<file path="src/rtl/button_debouncer.sv">
// rtl/button_debouncer.sv - dual-channel push-button synchroniser, debouncer and one-shot press pulse
// Each channel accepts a press or release only after STABLE_CYCLES identical synchronised samples.

module button_debounce_channel #(
  parameter int STABLE_CYCLES = 500000,
  parameter int CNT_WIDTH     = 19
) (
  input  logic clk,
  input  logic rst_n,
  input  logic btn_i,
  output logic pulse_o,
  output logic level_o
);

  typedef enum logic [1:0] {
    IDLE         = 2'd0,
    PRESS_WAIT   = 2'd1,
    HELD         = 2'd2,
    RELEASE_WAIT = 2'd3
  } state_e;

  localparam logic [CNT_WIDTH-1:0] CNT_LAST = CNT_WIDTH'(STABLE_CYCLES - 1);
  localparam logic [CNT_WIDTH-1:0] CNT_ONE  = CNT_WIDTH'(1);

  state_e               state_q;
  logic [1:0]           sync_q;
  logic [CNT_WIDTH-1:0] cnt_q;
  logic                 pulse_q;
  logic                 level_q;
  logic                 btn_s2;

  assign btn_s2 = sync_q[1];

  always_ff @(posedge clk or negedge rst_n) begin
    if (!rst_n) begin
      sync_q  <= 2'b00;
      state_q <= IDLE;
      cnt_q   <= '0;
      pulse_q <= 1'b0;
      level_q <= 1'b0;
    end else begin
      sync_q  <= {sync_q[0], btn_i};
      pulse_q <= 1'b0;
      case (state_q)
        IDLE: begin
          if (btn_s2) begin
            state_q <= PRESS_WAIT;
            cnt_q   <= CNT_ONE;
          end
        end
        PRESS_WAIT: begin
          if (!btn_s2) begin
            state_q <= IDLE;
            cnt_q   <= '0;
          end else if (cnt_q == CNT_LAST) begin
            state_q <= HELD;
            pulse_q <= 1'b1;
            level_q <= 1'b1;
            cnt_q   <= '0;
          end else begin
            cnt_q <= cnt_q + CNT_ONE;
          end
        end
        HELD: begin
          if (!btn_s2) begin
            state_q <= RELEASE_WAIT;
            cnt_q   <= CNT_ONE;
          end
        end
        RELEASE_WAIT: begin
          // A bounce back high returns to HELD silently: the press was already reported.
          if (btn_s2) begin
            state_q <= HELD;
            cnt_q   <= '0;
          end else if (cnt_q == CNT_LAST) begin
            state_q <= IDLE;
            level_q <= 1'b0;
            cnt_q   <= '0;
          end else begin
            cnt_q <= cnt_q + CNT_ONE;
          end
        end
        default: begin
          state_q <= IDLE;
          cnt_q   <= '0;
        end
      endcase
    end
  end

  assign pulse_o = pulse_q;
  assign level_o = level_q;

endmodule

module button_debouncer #(
  parameter int STABLE_CYCLES = 500000,
  parameter int CNT_WIDTH     = 19
) (
  input  logic clk,
  input  logic reset,
  input  logic leftBtn,
  input  logic rightBtn,
  output logic leftBtnDebounce,
  output logic rightBtnDebounce,
  output logic leftBtnLevel,
  output logic rightBtnLevel
);

  button_debounce_channel #(
    .STABLE_CYCLES(STABLE_CYCLES),
    .CNT_WIDTH    (CNT_WIDTH)
  ) u_left (
    .clk    (clk),
    .rst_n  (reset),
    .btn_i  (leftBtn),
    .pulse_o(leftBtnDebounce),
    .level_o(leftBtnLevel)
  );

  button_debounce_channel #(
    .STABLE_CYCLES(STABLE_CYCLES),
    .CNT_WIDTH    (CNT_WIDTH)
  ) u_right (
    .clk    (clk),
    .rst_n  (reset),
    .btn_i  (rightBtn),
    .pulse_o(rightBtnDebounce),
    .level_o(rightBtnLevel)
  );

endmodule

</file>
<file path="config.mk">
export PLATFORM = sky130hd
export DESIGN_NAME = button_debouncer
export DESIGN_NICKNAME = d
export VERILOG_FILES = /design/src/rtl/button_debouncer.sv
export SDC_FILE = /design/constraint.sdc
export NUM_CORES = 1
export LEC_CHECK = 0
export ABC_CLOCK_PERIOD_IN_PS = 5600
export BUFFER_PORTS_ARGS = -buffer_cell sky130_fd_sc_hd__buf_2
export CAP_MARGIN = 5
export CORE_UTILIZATION = 55
export CTS_BUF_LIST = sky130_fd_sc_hd__clkbuf_4 sky130_fd_sc_hd__clkbuf_8
export DETAILED_ROUTE_END_ITERATION = 12
export HOLD_SLACK_MARGIN = 0.08
export PLACE_DENSITY = 0.72
export SLEW_MARGIN = 0
export SYNTH_ARGS = -nofsm -noshare
export SYNTH_HDL_FRONTEND = slang
export SYNTH_SLANG_ARGS = --single-unit
</file>
<file path="constraint.sdc">
create_clock -name clk -period 5.6 [get_ports clk]
set_input_delay 0.56 -clock clk [delete_from_list [all_inputs] [get_ports clk]]
set_output_delay 0.56 -clock clk [all_outputs]
set_load 0.01 [all_outputs]
</file>
Word level (Yosys, flattened, before mapping)
Cells that the tools add are included.
W data, S select, Z words.
{"block": "totals", "inputBits": 4, "elab_cells": 88, "reg_bits": 50, "output_inout_bits": 4}
{"block": "classes", "add_sub_neg": 2, "n_eq_ne": 24, "n_mux": 42, "reduce_logical": 10}
{"op": "$mux W19", "count": 10}
{"op": "$pmux W19 S4", "count": 2}
{"op": "$add A19 B1 Y19 const B", "count": 2}
{"op": "$eq A19 B19 Y1 const B", "count": 2}
{"op": "$mux W2", "count": 12}
{"op": "$ne A2 B1 Y1 const B", "count": 8}
{"op": "$pmux W2 S4", "count": 2}
{"op": "$mux W1", "count": 14}
{"op": "$reduce_and A5 Y1", "count": 2}
{"op": "$eq A2 B2 Y1 const B", "count": 4}
{"op": "$ne A2 B2 Y1 const B", "count": 4}
{"op": "$reduce_and A4 Y1", "count": 2}
{"op": "$ne A3 B1 Y1 const B", "count": 2}
{"op": "$ne A3 B3 Y1 const B", "count": 2}
{"op": "$eq A2 B1 Y1 const B", "count": 2}
{"op": "$logic_not A2 Y1", "count": 2}
{"op": "$pmux W1 S2", "count": 2}
{"op": "$reduce_and A2 Y1", "count": 2}
{"op": "$reduce_bool A2 Y1", "count": 2}

Depth between registers and ports, before layout
{"block": "logic_depth", "word_depth": 4, "depth_mapped": 9, "ltp_nobuf": 6}

Hierarchy
A second synthesis with hierarchy kept.
{"block": "unflattened", "cells_unflattened": 282, "hier_area_um2": 2682.6}
{"module": "button_debounce_channel", "cells_per_inst": 141, "instances": 2, "area_each_um2": 1341.3, "seq_area_each_um2": 625.6}

Least setup slack after synthesis
Ideal clock, no wire load.
{"block": "synth_path", "kind": "register -> register", "from": "register u_right.cnt_q[11]", "to": "register u_right.cnt_q[16]", "path_slack_ns": 3.359, "path_stages_with_launch": 7, "t_arrival_ns": 2.123, "t_required_ns": 5.482, "cell_sequence": "dfrtp_1 -> or4_1 -> or4_4 -> o31ai_4 -> buf_6 -> o21ai_1 -> a21o_1"}
{"block": "synth_between", "elab_chain_cells": 4, "word_cells_on_any_way": 6, "classes_between": "add/sub: 1; eq/ne: 1; mux: 4"}
{"item": "start, declared", "line": "27", "rtl": "logic [CNT_WIDTH-1:0] cnt_q;"}
{"item": "start signal, assigned", "line": "61", "rtl": "cnt_q <= cnt_q + CNT_ONE;"}
{"item": "start signal, assigned", "line": "80", "rtl": "cnt_q <= cnt_q + CNT_ONE;"}
{"item": "$add A19 B1 Y19 / $eq A19 B19 Y1 (equally long branches)"}
{"item": "$mux W19 *", "line": "55, 75"}
{"item": "$mux W19, on equally long branches", "line": "72, 52"}
{"item": "$pmux W19 S4 *", "line": "44", "rtl": "case (state_q)"}
Mark *: on every way between the ends. The rest lies on a longest branch, timed or not.
A chain may end at the register's enable or synchronous reset.

Worst setup path after layout
{"block": "layout_path", "from": "register u_right.cnt_q[11]", "to": "register u_right.cnt_q[9]"}
{"block": "layout_between", "elab_chain_cells": 4, "word_cells_on_any_way": 5, "classes_between": "eq/ne: 1; mux: 4"}
{"item": "$eq A19 B19 Y1 *", "line": "55, 75"}
{"item": "$mux W19 *", "line": "55, 75"}
{"item": "$mux W19, on equally long branches", "line": "72, 52"}
{"item": "$pmux W19 S4 *", "line": "44"}
Marked as above.

==> results.yml <==
outcome:
  status: "completed"
worst_setup_path:
  r2r_slack_ns: 2.96
  cp_max_fo: 19
  crit_type: "reg -> reg"
  cp-end-kind: "flop"
  cp.arrival_ns: 2.85
  cp-start-kind: "flop"
  cp.required_ns: 5.81
sta:
  slew_viol_final: 0
  rsz0062_at_grt: "no"
  hold_viol_final: 0
  skew_ns: 0.00589
  tightestPinTransition_ns: 1.19
  finalSetupTns_ns: 0
  period_share: 0.472
  finalSetupViolCount: 0
  slew_headroom: 0.201
  max_freq_mhz: 379
  period_needed_ns: 2.64
placed_design:
  gp_congestion: 0.854
  place_hpwl_um: 3810
  dp_cells: 366
  portBuffers: 7
  dpl_cell_area_mm2: 0.00280
synth:
  yosysUniqueCellTypes: 50
  synth-seq-cells: 50
  syn-cell-area_mm2: 0.00272
  synth-edff-count: 0
  ys_warn_count: 0
  synth.avg_cell_area_um2: 9.04
  synthArstFlopShare: 1.00
  syn_nets: 307
  ys_seq_area_frac: 0.460
  syn_inst: 301
  ys.flop_type: "dfrtp_1"
clocking:
  clock_latency_ns: 0.31
  htreeDepth: 2
  cts_buffers: 5
  cts.clk_slew.worst_paths_ns: 0.10
  post-cts-setup-buffers: 0
  cts_sinks: 50
  hold_buffers: 0
  cts_tree: "done"
  ctsResizeCount: 0
  clockBufferDepth: 2
  clockRootBuffer: "clkbuf_8"
grt:
  grt_pass1_wl_um: 9800
  grt_pass1_vias: 2116
  grtUsageTotal: 0.242
  antenna_found_initial: 0
  grt-ovfl-total: 0
  grt_max_degree: 51
final_layout:
  final_cell_area_mm2: 0.00289
  antennaDiodeCount: 0
  layout.cells.non_filler: 374
  synthToLayoutAreaGrowth_pct: 6.30
  final_util: 0.608
  layout.nets: 312
  final_common_cell: "dfrtp_1"
  fill_cells: 418
  multiInputGateArea_mm2: 0.00136
  drive_gt1_frac: 0.0912
  final_cell_mix: "dfrtp_1 (50), nand2_1 (36), nand3_1 (24)"
  ff_latch_area_mm2: 0.00125
flow_run:
  max-cap-violations: 0
drt:
  drc_errors: 0
  ant_nets: 0
  route.vias.total: 2250
  routedWlPerCell_um: 15.1
  dr.pass1.iters: 4
  viasPerCell: 6.02
  drtIter0Drc: 199
  routed_wl_um: 5630
floorplanning:
  start_util: 0.572
  num_rows: 25
  io_pins: 8
  die_y_um: 72.3
  dieArea_mm2: 0.00523
  core-area_mm2: 0.00475
  fp.dieW_um: 72.3
hold_path:
  hold_path.class: "in -> async"
power_and_ir_drop:
  finalPower_uw: 645
  power.density_mw_per_mm2: 223
  p_leak_nw: 1.26
  ir_drop_v: 0.000107
[synth_stat cells, types with 3 or more instances]
master / instances / area, µm²
a21o_1: 11 / 82.6
a21oi_1: 16 / 80.1
a22o_1: 4 / 35.0
and3_1: 7 / 43.8
clkbuf_1: 8 / 30.0
dfrtp_1: 50 / 1250
inv_1: 13 / 48.8
mux2i_1: 4 / 40.0
nand2_1: 36 / 135
nand3_1: 24 / 120
nand4_1: 10 / 62.6
nor2_1: 21 / 78.8
nor3_1: 3 / 15.0
nor3b_1: 5 / 37.5
nor4_1: 12 / 75.1
nor4b_1: 3 / 26.3
o211ai_1: 3 / 22.5
o21ai_0: 12 / 60.1
o21ai_1: 5 / 25.0
o22ai_1: 3 / 18.8
or3_1: 6 / 37.5
or4_1: 3 / 22.5
xor2_1: 3 / 26.3
[worst paths after layout]
kind,start,end,cells after the start
setup / recovery,u_right.cnt_q[11],u_right.cnt_q[9],5
hold / removal,reset,u_right.cnt_q[1],2
setup reg to reg,u_right.cnt_q[11],u_right.cnt_q[9],5
hold reg to reg,u_left.sync_q[0],u_left.sync_q[1],0
max in group asynchronous,reset,u_left.cnt_q[11],2
min in group clk,rightBtn,u_right.sync_q[0],1
[state kept, by name, indices dropped and copies added (netlist names), 2 cells and up, named ones only]
name	count
u_right.cnt_q	19
u_right.sync_q	2
u_left.sync_q	2
u_left.cnt_q	19
[logic make-up after synthesis]
logic type | count (synthesis) | share of synthesized area
adders and majority gates | 2 | 0.00919
AOI/OAI and AO/OA | 65 | 0.157
xor gates and xnor gates | 5 | 0.0161
and+or+nand+nor | 149 | 0.296
DFF | 50 | 0.460
buffers and inverters | 24 | 0.0391
muxes | 6 | 0.0230
[critical path, cell delays in order (launching register included)]
cell and delay (ns):
dfrtp_1 0.45, or4_1 0.52, or4_4 0.51, o31ai_4 0.64
o21ai_0 0.20, a21o_1 0.21
[stage by stage]
step	hold WS [ns]	setup WS, ns
after floorplan	0.264	3.36
final	0.342	2.96
after detailed placement	0.346	3.01
after global routing	0.324	2.77
after CTS	0.333	2.98
after global placement	0.334	3.06
[metal layers]
metal  part of all wire  global-route usage  vias to the layer above  wire, µm
met4             0.0098              0.0763                        0        55
met2               0.50               0.408                       44      2820
met1               0.45               0.319                     1082      2560
met5                  0                   0                        -         0
li1                   -                   -                     1119         -
met3              0.035              0.0417                        5       196
[layout make-up]
type	count	area share
Multi-Input combinational cell	227	0.471
Sequential cell	50	0.433
Tap cell	67	0.0290
Clock buffer	5	0.0238
Timing Repair Buffer	9	0.0173
Inverter	13	0.0169
Clock inverter	3	0.00908
[where the power goes]
group | total, mW | internal (mW) | switching, mW
Sequential | 0.376 | 0.368 | 0.00861
Clock | 0.225 | 0.0922 | 0.133
Combinational | 0.0432 | 0.0138 | 0.0294
Total | 0.645 | 0.474 | 0.171
Power figures use the tool's default switching activity.
